**src/rtl/sd_dat_defs.sv**
```systemverilog
// Shared definitions for the SD DAT transfer sequencer: default widths, default timeout and
// the sequencer state encoding.
package sd_dat_defs;

    localparam int unsigned BLK_W_DEF   = 4;
    localparam int unsigned TMO_W_DEF   = 16;
    localparam logic [15:0] TMO_DEFAULT = 16'd100;

    typedef enum logic [2:0] {
        StIdle     = 3'd0,
        StSetup    = 3'd1,
        StWaitFifo = 3'd2,
        StStrobe   = 3'd3,
        StWaitPhy  = 3'd4,
        StAck      = 3'd5,
        StDone     = 3'd6
    } xfer_state_e;

endpackage

```
**src/rtl/sd_watchdog_cnt.sv**
```systemverilog
// Loadable up-counter watchdog: counts cycles while enabled and flags when the loaded limit is
// reached. A limit of zero never expires.
module sd_watchdog_cnt #(
    parameter int unsigned TMO_W = 16
) (
    input  logic             sd_clock,
    input  logic             reset,
    input  logic             load,
    input  logic [TMO_W-1:0] load_val,
    input  logic             clear,
    input  logic             enable,
    output logic [TMO_W-1:0] limit,
    output logic             expire
);

    logic [TMO_W-1:0] limit_q;
    logic [TMO_W-1:0] count_q;

    always_ff @(posedge sd_clock) begin
        if (reset) begin
            limit_q <= '0;
            count_q <= '0;
        end else begin
            if (load) begin
                limit_q <= load_val;
            end
            if (clear) begin
                count_q <= '0;
            end else if (enable && (count_q != '1)) begin
                count_q <= count_q + TMO_W'(1);
            end
        end
    end

    // count_q holds the cycles already spent, so the current cycle is number count_q + 1.
    assign limit  = limit_q;
    assign expire = enable && (limit_q != '0) && (count_q == limit_q - TMO_W'(1));

endmodule

```
**src/rtl/sd_dat_xfer_ctrl.sv**
```systemverilog
// Transaction sequencer between host registers/FIFO and dat_phys in the SD clock domain.
// Optional per-block retry on phy_error is enabled by defining SD_DAT_CTRL_RETRY_EN.
module sd_dat_xfer_ctrl
    import sd_dat_defs::*;
#(
    parameter int unsigned BLK_W     = BLK_W_DEF,
    parameter int unsigned TMO_W     = TMO_W_DEF,
    parameter int unsigned MAX_RETRY = 2
) (
    input  logic             sd_clock,
    input  logic             reset,
    input  logic             start,
    input  logic             write_read,
    input  logic [BLK_W-1:0] num_blocks,
    input  logic [TMO_W-1:0] timeout_val,
    input  logic             fifo_ready,
    input  logic             phy_complete,
    input  logic             phy_error,
    output logic             phy_strobe,
    output logic [BLK_W-1:0] phy_blocks,
    output logic             phy_write_read,
    output logic             phy_multiple,
    output logic [TMO_W-1:0] phy_timeout,
    output logic             phy_ack,
    output logic             phy_idle,
    output logic             busy,
    output logic             done,
    output logic             error,
    output logic [BLK_W-1:0] blocks_done
);

    xfer_state_e      state_q, state_d;
    logic [BLK_W-1:0] blocks_q;
    logic [BLK_W-1:0] done_cnt_q;
    logic             wr_q;
    logic             multiple_q;
    logic             error_q;
    logic             accept;
    logic             set_err;
    logic             blk_inc;
    logic             wd_expire;

`ifdef SD_DAT_CTRL_RETRY_EN
    localparam int unsigned RETRY_W = (MAX_RETRY > 0) ? $clog2(MAX_RETRY + 1) : 1;
    logic [RETRY_W-1:0] retry_q;
    logic               retry_inc;
`endif

    assign accept = (state_q == StIdle) && start;

    sd_watchdog_cnt #(
        .TMO_W(TMO_W)
    ) u_fifo_wd (
        .sd_clock(sd_clock),
        .reset   (reset),
        .load    (accept),
        .load_val(timeout_val),
        .clear   (state_q != StWaitFifo),
        .enable  (state_q == StWaitFifo),
        .limit   (phy_timeout),
        .expire  (wd_expire)
    );

    always_ff @(posedge sd_clock) begin
        if (reset) begin
            state_q <= StIdle;
        end else begin
            state_q <= state_d;
        end
    end

    always_comb begin
        state_d = state_q;
        set_err = 1'b0;
        blk_inc = 1'b0;
`ifdef SD_DAT_CTRL_RETRY_EN
        retry_inc = 1'b0;
`endif
        unique case (state_q)
            StIdle: begin
                if (start) state_d = StSetup;
            end
            StSetup: begin
                if (blocks_q == '0) begin
                    set_err = 1'b1;
                    state_d = StDone;
                end else begin
                    state_d = StWaitFifo;
                end
            end
            StWaitFifo: begin
                if (fifo_ready) begin
                    state_d = StStrobe;
                end else if (wd_expire) begin
                    set_err = 1'b1;
                    state_d = StDone;
                end
            end
            StStrobe: state_d = StWaitPhy;
            StWaitPhy: begin
                // An error in the same cycle as a completion takes precedence.
                if (phy_error) begin
`ifdef SD_DAT_CTRL_RETRY_EN
                    if (retry_q == RETRY_W'(MAX_RETRY)) begin
                        set_err = 1'b1;
                        state_d = StDone;
                    end else begin
                        retry_inc = 1'b1;
                        state_d   = StWaitFifo;
                    end
`else
                    set_err = 1'b1;
                    state_d = StDone;
`endif
                end else if (phy_complete) begin
                    blk_inc = 1'b1;
                    state_d = StAck;
                end
            end
            StAck: begin
                state_d = (done_cnt_q == blocks_q) ? StDone : StWaitFifo;
            end
            StDone:  state_d = StIdle;
            default: state_d = StIdle;
        endcase
    end

    always_ff @(posedge sd_clock) begin
        if (reset) begin
            blocks_q   <= '0;
            wr_q       <= 1'b0;
            multiple_q <= 1'b0;
            error_q    <= 1'b0;
            done_cnt_q <= '0;
        end else if (accept) begin
            blocks_q   <= num_blocks;
            wr_q       <= write_read;
            multiple_q <= (num_blocks > BLK_W'(1));
            error_q    <= 1'b0;
            done_cnt_q <= '0;
        end else begin
            if (set_err) begin
                error_q <= 1'b1;
            end
            if (blk_inc && (done_cnt_q != blocks_q)) begin
                done_cnt_q <= done_cnt_q + BLK_W'(1);
            end
        end
    end

`ifdef SD_DAT_CTRL_RETRY_EN
    always_ff @(posedge sd_clock) begin
        if (reset || accept || blk_inc) begin
            retry_q <= '0;
        end else if (retry_inc) begin
            retry_q <= retry_q + RETRY_W'(1);
        end
    end
`endif

    always_comb begin
        phy_strobe = (state_q == StStrobe);
        phy_ack    = (state_q == StAck);
        done       = (state_q == StDone);
        busy       = (state_q != StIdle) && (state_q != StDone);
        phy_idle   = !busy;
    end

    assign phy_blocks     = blocks_q;
    assign phy_write_read = wr_q;
    assign phy_multiple   = multiple_q;
    assign error          = error_q;
    assign blocks_done    = done_cnt_q;

endmodule

```
**config.mk**
```make
export PLATFORM = sky130hd
export DESIGN_NAME = sd_dat_xfer_ctrl
export DESIGN_NICKNAME = d
export VERILOG_FILES = /design/src/rtl/sd_dat_defs.sv /design/src/rtl/sd_watchdog_cnt.sv /design/src/rtl/sd_dat_xfer_ctrl.sv
export SDC_FILE = /design/constraint.sdc
export NUM_CORES = 1
export LEC_CHECK = 0
export ABC_AREA = 1
export CAP_MARGIN = 15
export CORE_UTILIZATION = 25
export CTS_BUF_LIST = sky130_fd_sc_hd__clkbuf_4
export DETAILED_ROUTE_END_ITERATION = 10
export PLACE_DENSITY = 0.48
export SYNTH_ARGS = -nofsm -noshare
export SYNTH_HDL_FRONTEND = slang
export SYNTH_SLANG_ARGS = --single-unit
```
**constraint.sdc**
```tcl
create_clock -name sd_clock -period 1.8 [get_ports sd_clock]
set_input_delay 0.36 -clock sd_clock [delete_from_list [all_inputs] [get_ports sd_clock]]
set_output_delay 0.36 -clock sd_clock [all_outputs]
set_load 0.05 [all_outputs]
```
==> out/metrics.yaml <==
synth_edf_count: 0
cts_tree: "built"
power_density_nw_per_um2: 1450
crit_top_cell: "nand2_1"
ys_types: 27
synth_fp_nets: 451
syn_area_um2: 2770
yosysTopAreaCell: "dfxtp_1"
grt_max_degree: 26
synthTopCellsByCount: "nand2_1 (94), inv_1 (48), dfxtp_1 (46)"
ys_ff_latch: 46
slowest_stage: "dfxtp_4"
power_mw: 5.53
finalCritPeriodShare_pct: 102
num_io_pins: 59
arrival_ns: 2.09
grt_usage_pct: 14.8
grt_pass1_vias: 2756
routedWlPerCell_um: 12.6
ys.flop_type: "dfxtp_1"
skew_ns: 0.00434
dp_hpwl_mm: 6.60
rsz0062_at_grt: "true"
peakVddDrop_mv: 0.703
relSlewSlack_pct: 72.3
antenna_cells: 0
clk_latency_ns: 0.36
nNetsFinal: 538
met2WireLength_mm: 4.09
antenna_left: 0
rows: 38
cts_num_sinks: 46
first_pass_iters: 4
postSynth.asyncResetShare_pct: 0
avgSynthCellArea_um2: 6.57
seq_area_frac_synth_pct: 33.3
tns_ns: -0.0632
crit_chain: "inv_4 > ha_4 > xor2_1 > nand3_1 > nor2_1 > nand2_1 > nor2_1 > nand2_1 > nor2_2 > nand2_1 > nand2_2 > nand3_2 > nand2_1 > nor2_1"
end_kind: "register"
slowest_delay_ns: 0.39
cts.path.max_buffers: 2
overflow: 0
path_class: "register to register"
initial_core_util_pct: 25.6
cts-buffers-inserted: 5
hold_ws_ns: 0.476
path_clk_slew_ns: 0.14
wl_mm: 8.20
max_freq_mhz: 547
die_width_um: 107
portBuffers: 58
grt_pass1_wl_mm: 13.2
cts_root_buffer: "clkbuf_4"
max_slew.worst_pin.slew_ns: 0.412
synth_most_common_cell: "nand2_1"
dieArea_um2: 11500
drive_gt1_share_pct: 22.2
chipHeight_um: 107
syn-instance-count: 421
yosysWarnings: 0
htreeDepth: 2
synth_top_area_share_pct: 33.3
cp.required_ns: 2.06
maxCapViolations: 0
slew_viol_final: 0
synth_area_leaders: "dfxtp_1 (33%), nand2_1 (13%), a21oi_1 (7.8%), inv_1 (6.5%), nor2_1 (6.1%)"
drt-initial-drc-count: 113
critical_path.startpoint_type: "register"
fillers: 1142
topRoutingLayerUsed: "met4"
hp-class: "register to register"
fin_crit_ns: 1.83
antenna_found_initial: 0
drc: 0
violations: "setup timing"
wl_met1_mm: 3.87
post-route-util_pct: 35.3
vias_per_cell: 4.42
final_hold_viol_count: 0
crit_fanout: 3
p_leak_nw: 1.61
gp_congestion: 0.851
setup_viol_count_final: 3
core_um2: 10800
setup_slack_ns: -0.0295
status: "finished with violations"
syn2layout_area_growth_pct: 37.6
dr_total_vias: 2871
wl_met3_um: 210
-- layer usage --
metal	global-route usage, %	vias up
met2	26.5	42
li1	-	1529
met1	18.8	1298
met5	0	-
met3	2.31	2
met4	2.64	0
-- through the flow --
step	setup slack [ns]	std cells	cell area, um2
floorplan	0.00480	421	2780
global placement	0.00985	638	3690
detailed placement	-0.0313	638	3690
CTS	-0.0374	648	3780
global route	-0.197	649	3800
finish	-0.0295	649	3800
-- worst max-delay path, delay by kind of cell (launching register included) --
family / cells / cell delay [ns]
simple gates: 11 / 0.88
buf+inv: 1 / 0.04
fa+ha+maj: 1 / 0.25
flops: 1 / 0.39
xor+xnor: 1 / 0.17
-- cell usage in the layout (no fill, tap or decap), types with 2 or more instances in the layout --
cell,instances
inv_2,6
xnor2_1,11
dfxtp_2,5
clkdlybuf4s50_1,26
nor3_1,11
buf_4,54
inv_1,46
nand2_4,2
nor4_1,3
nand4_1,6
nand2_2,8
clkinv_1,4
nand2_1,94
buf_12,6
a21oi_1,43
nand3b_1,4
ha_1,2
dfxtp_4,2
o21ai_0,26
xor2_1,8
nand3_1,22
nor2_2,10
clkbuf_4,5
nor2_4,9
o21ai_1,6
dfxtp_1,39
nor2_1,43
-- cells by family (layout without fill, tap and decap cells) --
group	Yosys count	in the layout	synth area share (%)
fa+ha+maj	3	3	1.36
compound gates	78	78	14.3
simple gates	215	215	36.9
flops	46	46	33.3
xor+xnor	19	19	6.02
buf+inv	60	148	8.14
-- what timing repair did --
action / in CTS / in global routing
hold buffers: 0 / 0
gates cloned: 0 / 0
resized for setup: 7 / 7
buffers inserted: 2 / 1
endpoints found under the setup margin: 3 / 9
pin swaps: 7 / 6
-- final timing paths --
kind | startpoint | to | slack [ns] | cells after the start
worst max register to register | u_fifo_wd.limit[1] | state_q[2] | -0.03 | 14
worst min register to register | phy_write_read | phy_write_read | 0.48 | 2
worst min-delay path | phy_write_read | phy_write_read | 0.48 | 2
worst max-delay path | u_fifo_wd.limit[1] | state_q[2] | -0.03 | 14
-- area by class of cell --
type | instances | area (um2) | share of cell area (%)
sequential | 46 | 935 | 24.6
clock inverter | 3 | 11.3 | 0.296
clock buffer | 5 | 37.5 | 0.987
multi-input combinational | 315 | 1660 | 43.5
timing repair buffer | 86 | 786 | 20.7
tap | 140 | 175 | 4.60
inverter | 54 | 205 | 5.39
-- power breakdown --
group          internal [mW]  switching, mW
logic                   1.31           2.26
clock network          0.140          0.344
registers               1.22          0.250
total                   2.68           2.85
-- sequential cells by signal (all words and copies together) (netlist names) --
name / flops
phy_multiple: 1
error: 1
u_fifo_wd.limit: 16
state_q: 3
blocks_done: 4
phy_write_read: 1
u_fifo_wd.count_q: 16
phy_blocks: 4
Note: power is estimated with default switching activity, not from simulation.
